$ cat src/rtl/mvm_uart_ctrl.sv
// Command sequencer between the UART byte streams and the matrix-vector multiplier core.
// Optional TX_CHECKSUM_EN appends an XOR checksum byte after the result bytes.
module mvm_uart_ctrl #(
  parameter int R       = 2,
  parameter int C       = 2,
  parameter int W_X     = 4,
  parameter int W_K     = 2,
  parameter int W_Y_OUT = 8
) (
  input  logic                   clk,
  input  logic                   rstn,
  input  logic                   rx_valid,
  input  logic [7:0]             rx_data,
  output logic [R*C*W_K-1:0]     mvm_k,
  output logic [C*W_X-1:0]       mvm_x,
  output logic                   mvm_start,
  input  logic                   mvm_done,
  input  logic [R*W_Y_OUT-1:0]   mvm_y,
  output logic                   tx_valid,
  input  logic                   tx_ready,
  output logic [7:0]             tx_data,
  output logic                   busy,
  output logic                   err
);

  localparam int NK = R * C;
`ifdef TX_CHECKSUM_EN
  localparam int NTX = R + 1;
`else
  localparam int NTX = R;
`endif
  localparam int CW = $clog2(((NK > NTX) ? NK : NTX) + 1);

  typedef enum logic [2:0] {
    S_IDLE, S_LOAD_K, S_LOAD_X, S_START, S_WAIT, S_SEND
  } state_t;

  state_t                 state_q;
  logic [CW-1:0]          cnt_q;
  logic [R*C*W_K-1:0]     k_q;
  logic [C*W_X-1:0]       x_q;
  logic [R*W_Y_OUT-1:0]   y_buf_q;
  logic                   start_q, tx_valid_q, busy_q, err_q;
  logic [7:0]             tx_data_q;

  function automatic logic [7:0] y_byte(input logic [R*W_Y_OUT-1:0] y, input int idx);
    y_byte = 8'(y[idx*W_Y_OUT +: W_Y_OUT]);
  endfunction

`ifdef TX_CHECKSUM_EN
  // Index R selects the checksum byte that trails the results.
  function automatic logic [7:0] tx_byte(input logic [R*W_Y_OUT-1:0] y, input int idx);
    logic [7:0] sum;
    sum = '0;
    for (int i = 0; i < R; i++) sum ^= y_byte(y, i);
    tx_byte = (idx >= R) ? sum : y_byte(y, idx);
  endfunction
`else
  function automatic logic [7:0] tx_byte(input logic [R*W_Y_OUT-1:0] y, input int idx);
    tx_byte = y_byte(y, idx);
  endfunction
`endif

  // NOTE: sequential state uses non-blocking assignments only, so every read sees the pre-edge value.
  always_ff @(posedge clk) begin
    if (!rstn) begin
      // NOTE: the result buffer is a handful of flops, so it is reset like everything else.
      state_q    <= S_IDLE;
      cnt_q      <= '0;
      k_q        <= '0;
      x_q        <= '0;
      y_buf_q    <= '0;
      start_q    <= 1'b0;
      tx_valid_q <= 1'b0;
      tx_data_q  <= '0;
      busy_q     <= 1'b0;
      err_q      <= 1'b0;
    end else begin
      start_q <= 1'b0;
      err_q   <= 1'b0;
      case (state_q)
        S_IDLE: begin
          if (rx_valid) begin
            if (rx_data == 8'h4B) begin
              state_q <= S_LOAD_K;
              cnt_q   <= '0;
              busy_q  <= 1'b1;
            end else if (rx_data == 8'h58) begin
              state_q <= S_LOAD_X;
              cnt_q   <= '0;
              busy_q  <= 1'b1;
            end else begin
              err_q <= 1'b1;
            end
          end
        end
        S_LOAD_K: begin
          if (rx_valid) begin
            k_q[int'(cnt_q)*W_K +: W_K] <= rx_data[W_K-1:0];
            if (cnt_q == CW'(NK - 1)) begin
              state_q <= S_IDLE;
              busy_q  <= 1'b0;
            end else begin
              cnt_q <= cnt_q + 1'b1;
            end
          end
        end
        S_LOAD_X: begin
          if (rx_valid) begin
            x_q[int'(cnt_q)*W_X +: W_X] <= rx_data[W_X-1:0];
            if (cnt_q == CW'(C - 1)) state_q <= S_START;
            else                     cnt_q   <= cnt_q + 1'b1;
          end
        end
        S_START: begin
          start_q <= 1'b1;
          err_q   <= rx_valid;
          state_q <= S_WAIT;
        end
        S_WAIT: begin
          err_q <= rx_valid;
          // The first result byte is taken straight from the core so it is presented next cycle.
          if (mvm_done) begin
            y_buf_q    <= mvm_y;
            tx_valid_q <= 1'b1;
            tx_data_q  <= tx_byte(mvm_y, 0);
            cnt_q      <= '0;
            state_q    <= S_SEND;
          end
        end
        S_SEND: begin
          err_q <= rx_valid;
          if (tx_valid_q && tx_ready) begin
            if (cnt_q == CW'(NTX - 1)) begin
              tx_valid_q <= 1'b0;
              state_q    <= S_IDLE;
              busy_q     <= 1'b0;
            end else begin
              cnt_q     <= cnt_q + 1'b1;
              tx_data_q <= tx_byte(y_buf_q, int'(cnt_q) + 1);
            end
          end
        end
        default: begin
          state_q <= S_IDLE;
          busy_q  <= 1'b0;
        end
      endcase
    end
  end

  assign mvm_k     = k_q;
  assign mvm_x     = x_q;
  assign mvm_start = start_q;
  assign tx_valid  = tx_valid_q;
  assign tx_data   = tx_data_q;
  assign busy      = busy_q;
  assign err       = err_q;

endmodule

$ cat config.mk
export PLATFORM = sky130hd
export DESIGN_NAME = mvm_uart_ctrl
export DESIGN_NICKNAME = d
export VERILOG_FILES = /design/src/rtl/mvm_uart_ctrl.sv
export SDC_FILE = /design/constraint.sdc
export NUM_CORES = 1
export LEC_CHECK = 0
export ABC_AREA = 1
export BUFFER_PORTS_ARGS = -buffer_cell sky130_fd_sc_hd__buf_2
export CAP_MARGIN = 15
export CORE_UTILIZATION = 30
export CTS_CLUSTER_DIAMETER = 80
export DETAILED_ROUTE_END_ITERATION = 12
export MAX_ROUTING_LAYER = met4
export SETUP_SLACK_MARGIN = 0.05
export SLEW_MARGIN = 10
export SYNTH_ARGS = -nofsm -noshare
export SYNTH_HDL_FRONTEND = slang
export SYNTH_SLANG_ARGS = --single-unit
$ cat constraint.sdc
create_clock -name clk -period 2.4 [get_ports clk]
set_input_delay 0.24 -clock clk [delete_from_list [all_inputs] [get_ports clk]]
set_output_delay 0.24 -clock clk [all_outputs]
set_load 0.02 [all_outputs]
==> results.py <==
metrics = {
    "worst_setup_path": {
        "worstRegToRegCells": 10,
        "setup.worst_path.end_class": "register",
        "crit_chain": "inv_1, ha_1, ha_1, inv_1, nand2_1, nor2_1, nand3_2, inv_1, nand4_1, a21oi_1",
        "crit_arrival_ns": 2.21,
        "cp.required_ns": 2.62,
        "cp-start-kind": "register",
        "cpPeakStageDelay_ns": 0.41,
        "critPathSlowestCell": "dfxtp_2",
        "crit_type": "reg2reg",
        "ff2ff_setup_slack_ns": 0.41,
        "crit_top_cell": "inv_1",
        "worstReg2RegStart": "cnt_q[0]",
        "crit_fanout": 8,
        "reg2reg_to": "mvm_x[1]",
    },
    "synthesis": {
        "synthCells": 312,
        "avgSynthCellArea_sq_um": 6.83,
        "syn_area_sq_mm": 0.00213,
        "async_flop_share_pct": 0,
        "seq_area_frac_synth_pct": 39.5,
        "ys.warnings.count": 0,
        "synth_edf_count": 0,
        "ys_ff_latch": 42,
        "synth_fp_nets": 347,
        "synth_flop_cell": "dfxtp_1",
        "synth_cell_type_count": 23,
    },
    "clocking": {
        "clk_pin_slew_ns": 0.08,
        "cts_resized": 0,
        "cts_buffers": 5,
        "htree_levels": 2,
        "cts.sinks": 42,
        "tritoncts": "done",
        "clock-root-buffer": "clkbuf_8",
        "insertion_delay_ns": 0.30,
        "cts_setup_buffers": 0,
        "clock_path_buffers": 2,
        "holdBufCountCts": 0,
    },
    "floorplanning": {
        "fp-row-count": 30,
        "dieArea_sq_mm": 0.00744,
        "initial_utilization_pct": 31.2,
        "coreArea_sq_mm": 0.00683,
        "fp.dieH_microns": 86.3,
        "io_pins": 57,
        "die_w_microns": 86.3,
    },
    "route": {
        "routedWlPerCell_microns": 10.7,
        "postRouteAntennaNets": 0,
        "drt-vias-per-instance": 4.56,
        "vias": 2120,
        "drc": 0,
        "wirelength_microns": 4980,
        "drt_first_pass_iters": 4,
        "drt_iter0_drc": 101,
    },
    "sta": {
        "fin_crit_ns": 1.99,
        "max_freq_mhz": 501,
        "slew_headroom_pct": 58.7,
        "rsz0062_at_grt": "no",
        "slew_violations": 0,
        "fin_crit_sh_pct": 83.1,
        "finalSetupViolCount": 0,
        "fin_worst_skew_ns": 0.00635,
        "worst_pin_slew_ns": 0.619,
        "finalSetupTns_ns": 0,
        "hold_viol_final": 0,
    },
    "global_route": {
        "grt_pass1_vias": 1902,
        "grt_pass1_wl_microns": 8290,
        "grtUsageTotal_pct": 14.3,
        "overflow": 0,
        "antenna_found_initial": 0,
        "grt_max_degree": 23,
    },
    "power": {
        "fin_total_pwr_mw": 2.41,
        "leakage_nw": 1.27,
        "peakVddDrop_mv": 0.285,
        "power_density_mw_per_mm2": 935,
    },
    "cells_and_area": {
        "regArea_sq_um": 842,
        "antenna_cells": 0,
        "layout.nets": 403,
        "nFillCells": 791,
        "area.growth.synth_to_final_pct": 21.0,
        "multi_input_area_sq_mm": 0.00109,
        "final_area_sq_mm": 0.00258,
        "drive_gt1_share_pct": 21.1,
    },
    "placed_design": {
        "globalplace.congestion": 0.903,
        "portBuffers": 56,
        "place_hpwl_microns": 3940,
        "placed_area_sq_mm": 0.00248,
    },
    "flow_run": {
        "maxCapViolations": 0,
    },
    "worst_hold_path": {
        "min_to": "err",
        "hold_depth": 3,
        "worstHoldStart": "rx_valid",
        "min_path_type": "in2reg",
    },
    "outcome": {
        "outcome": "finished clean",
    },
}
## registers in the layout, indices dropped and copies added, names as in the netlist
| signal | flops |
|---|---|
| tx_valid | 1 |
| mvm_k | 8 |
| err | 1 |
| mvm_x | 8 |
| y_buf_q | 8 |
| state_q | 3 |
| busy | 1 |
| cnt_q | 3 |
| mvm_start | 1 |
| tx_data | 8 |
## worst max-delay path: cells and delay by family, from the launching register on
kind | cells | cell delay (ns)
compound gates | 1 | 0.13
fa+ha+maj | 2 | 0.56
buf+inv | 3 | 0.39
flops | 1 | 0.41
simple gates | 4 | 0.42
## cells in the final DEF (no fill, tap or decap)
| cell type | synthesis | final |
|---|---|---|
| a21oi_1 | 21 | 21 |
| inv_1 | 38 | 38 |
| nand2_1 | 65 | 65 |
| nand4_1 | 6 | 6 |
| o21bai_1 | 1 | 1 |
| clkbuf_8 | 0 | 6 |
| dfxtp_2 | 0 | 1 |
| clkinv_2 | 0 | 1 |
| nand3_1 | 28 | 28 |
| nor2_4 | 2 | 2 |
| nor2_1 | 48 | 48 |
| nand2_4 | 1 | 1 |
| ha_1 | 6 | 6 |
| a21oi_4 | 1 | 1 |
| nand3_2 | 2 | 2 |
| dfxtp_1 | 42 | 41 |
| nand2_2 | 1 | 1 |
| a31oi_1 | 12 | 12 |
| nor2_2 | 4 | 4 |
| clkbuf_1 | 3 | 1 |
| o21ai_0 | 17 | 17 |
| nor3_1 | 7 | 7 |
| buf_2 | 1 | 56 |
| inv_2 | 2 | 2 |
| buf_4 | 0 | 1 |
## where the power goes
group / leakage (nW) / internal [mW] / switching [mW] / total, mW
Sequential: 0.340 / 0.794 / 0.0902 / 0.884
Clock: 0.0482 / 0.232 / 0.237 / 0.469
Combinational: 0.881 / 0.328 / 0.727 / 1.06
## cells in the mapped netlist, types with 3 or more instances
| master | count | area [sq um] |
|---|---|---|
| nand4_1 | 6 | 37.5 |
| nand2_1 | 65 | 244 |
| dfxtp_1 | 42 | 841 |
| nand3_1 | 28 | 140 |
| buf_6 | 3 | 33.8 |
| a21oi_1 | 21 | 105 |
| clkbuf_1 | 3 | 11.3 |
| ha_1 | 6 | 75.1 |
| a31oi_1 | 12 | 75.1 |
| nor2_1 | 48 | 180 |
| nor3_1 | 7 | 35.0 |
| inv_1 | 38 | 143 |
| o21ai_0 | 17 | 85.1 |
| nor2_2 | 4 | 25.0 |
## cell families (layout without fill, tap and decap cells)
family | Yosys count | in the layout | share of synthesized area (%)
compound gates | 52 | 52 | 13.6
fa+ha+maj | 6 | 6 | 3.52
buf+inv | 48 | 105 | 9.57
flops | 42 | 42 | 39.5
simple gates | 164 | 164 | 33.9
## routing by layer
metal,part of all wire (%),GRT usage [%],routed length [microns],vias to the layer above
li1,-,-,-,1126
met1,48,17.9,2370,925
met2,45,22.4,2230,60
met3,6.0,3.33,300,9
met4,1.5,5.61,77,0
met5,0,-,0,-
## worst max path at each step
stage	startpoint	endpoint	slack, ns	depth (start not counted)
2_1_floorplan	cnt_q[0]	mvm_x[3]	0.55	10
3_3_place_gp	cnt_q[0]	mvm_x[0]	0.41	10
3_5_place_dp	cnt_q[0]	mvm_x[0]	0.29	10
4_1_cts	cnt_q[0]	mvm_x[0]	0.27	10
5_1_grt	cnt_q[0]	mvm_x[2]	0.16	10
6_report	cnt_q[0]	mvm_x[1]	0.41	10
## final cells by class
type	instances	share of cell area, %
multi-input combinational	222	42.1
sequential	42	32.7
timing repair buffer	57	11.2
inverter	40	5.83
tap	96	4.66
clock buffer	7	3.35
clock inverter	1	0.194
## per-stage QoR
step / instances / hold WS, ns / util, % / setup WS (ns)
after CTS: 465 / 0.162 / 37.7 / 0.272
after global routing: 465 / 0.164 / 37.7 / 0.163
after global placement: 457 / 0.452 / 36.4 / 0.406
after floorplan: 312 / 0.356 / - / 0.549
final: 465 / 0.169 / 37.7 / 0.406
after detailed placement: 457 / 0.455 / 36.4 / 0.289
Note: power is estimated with default switching activity, not from simulation.
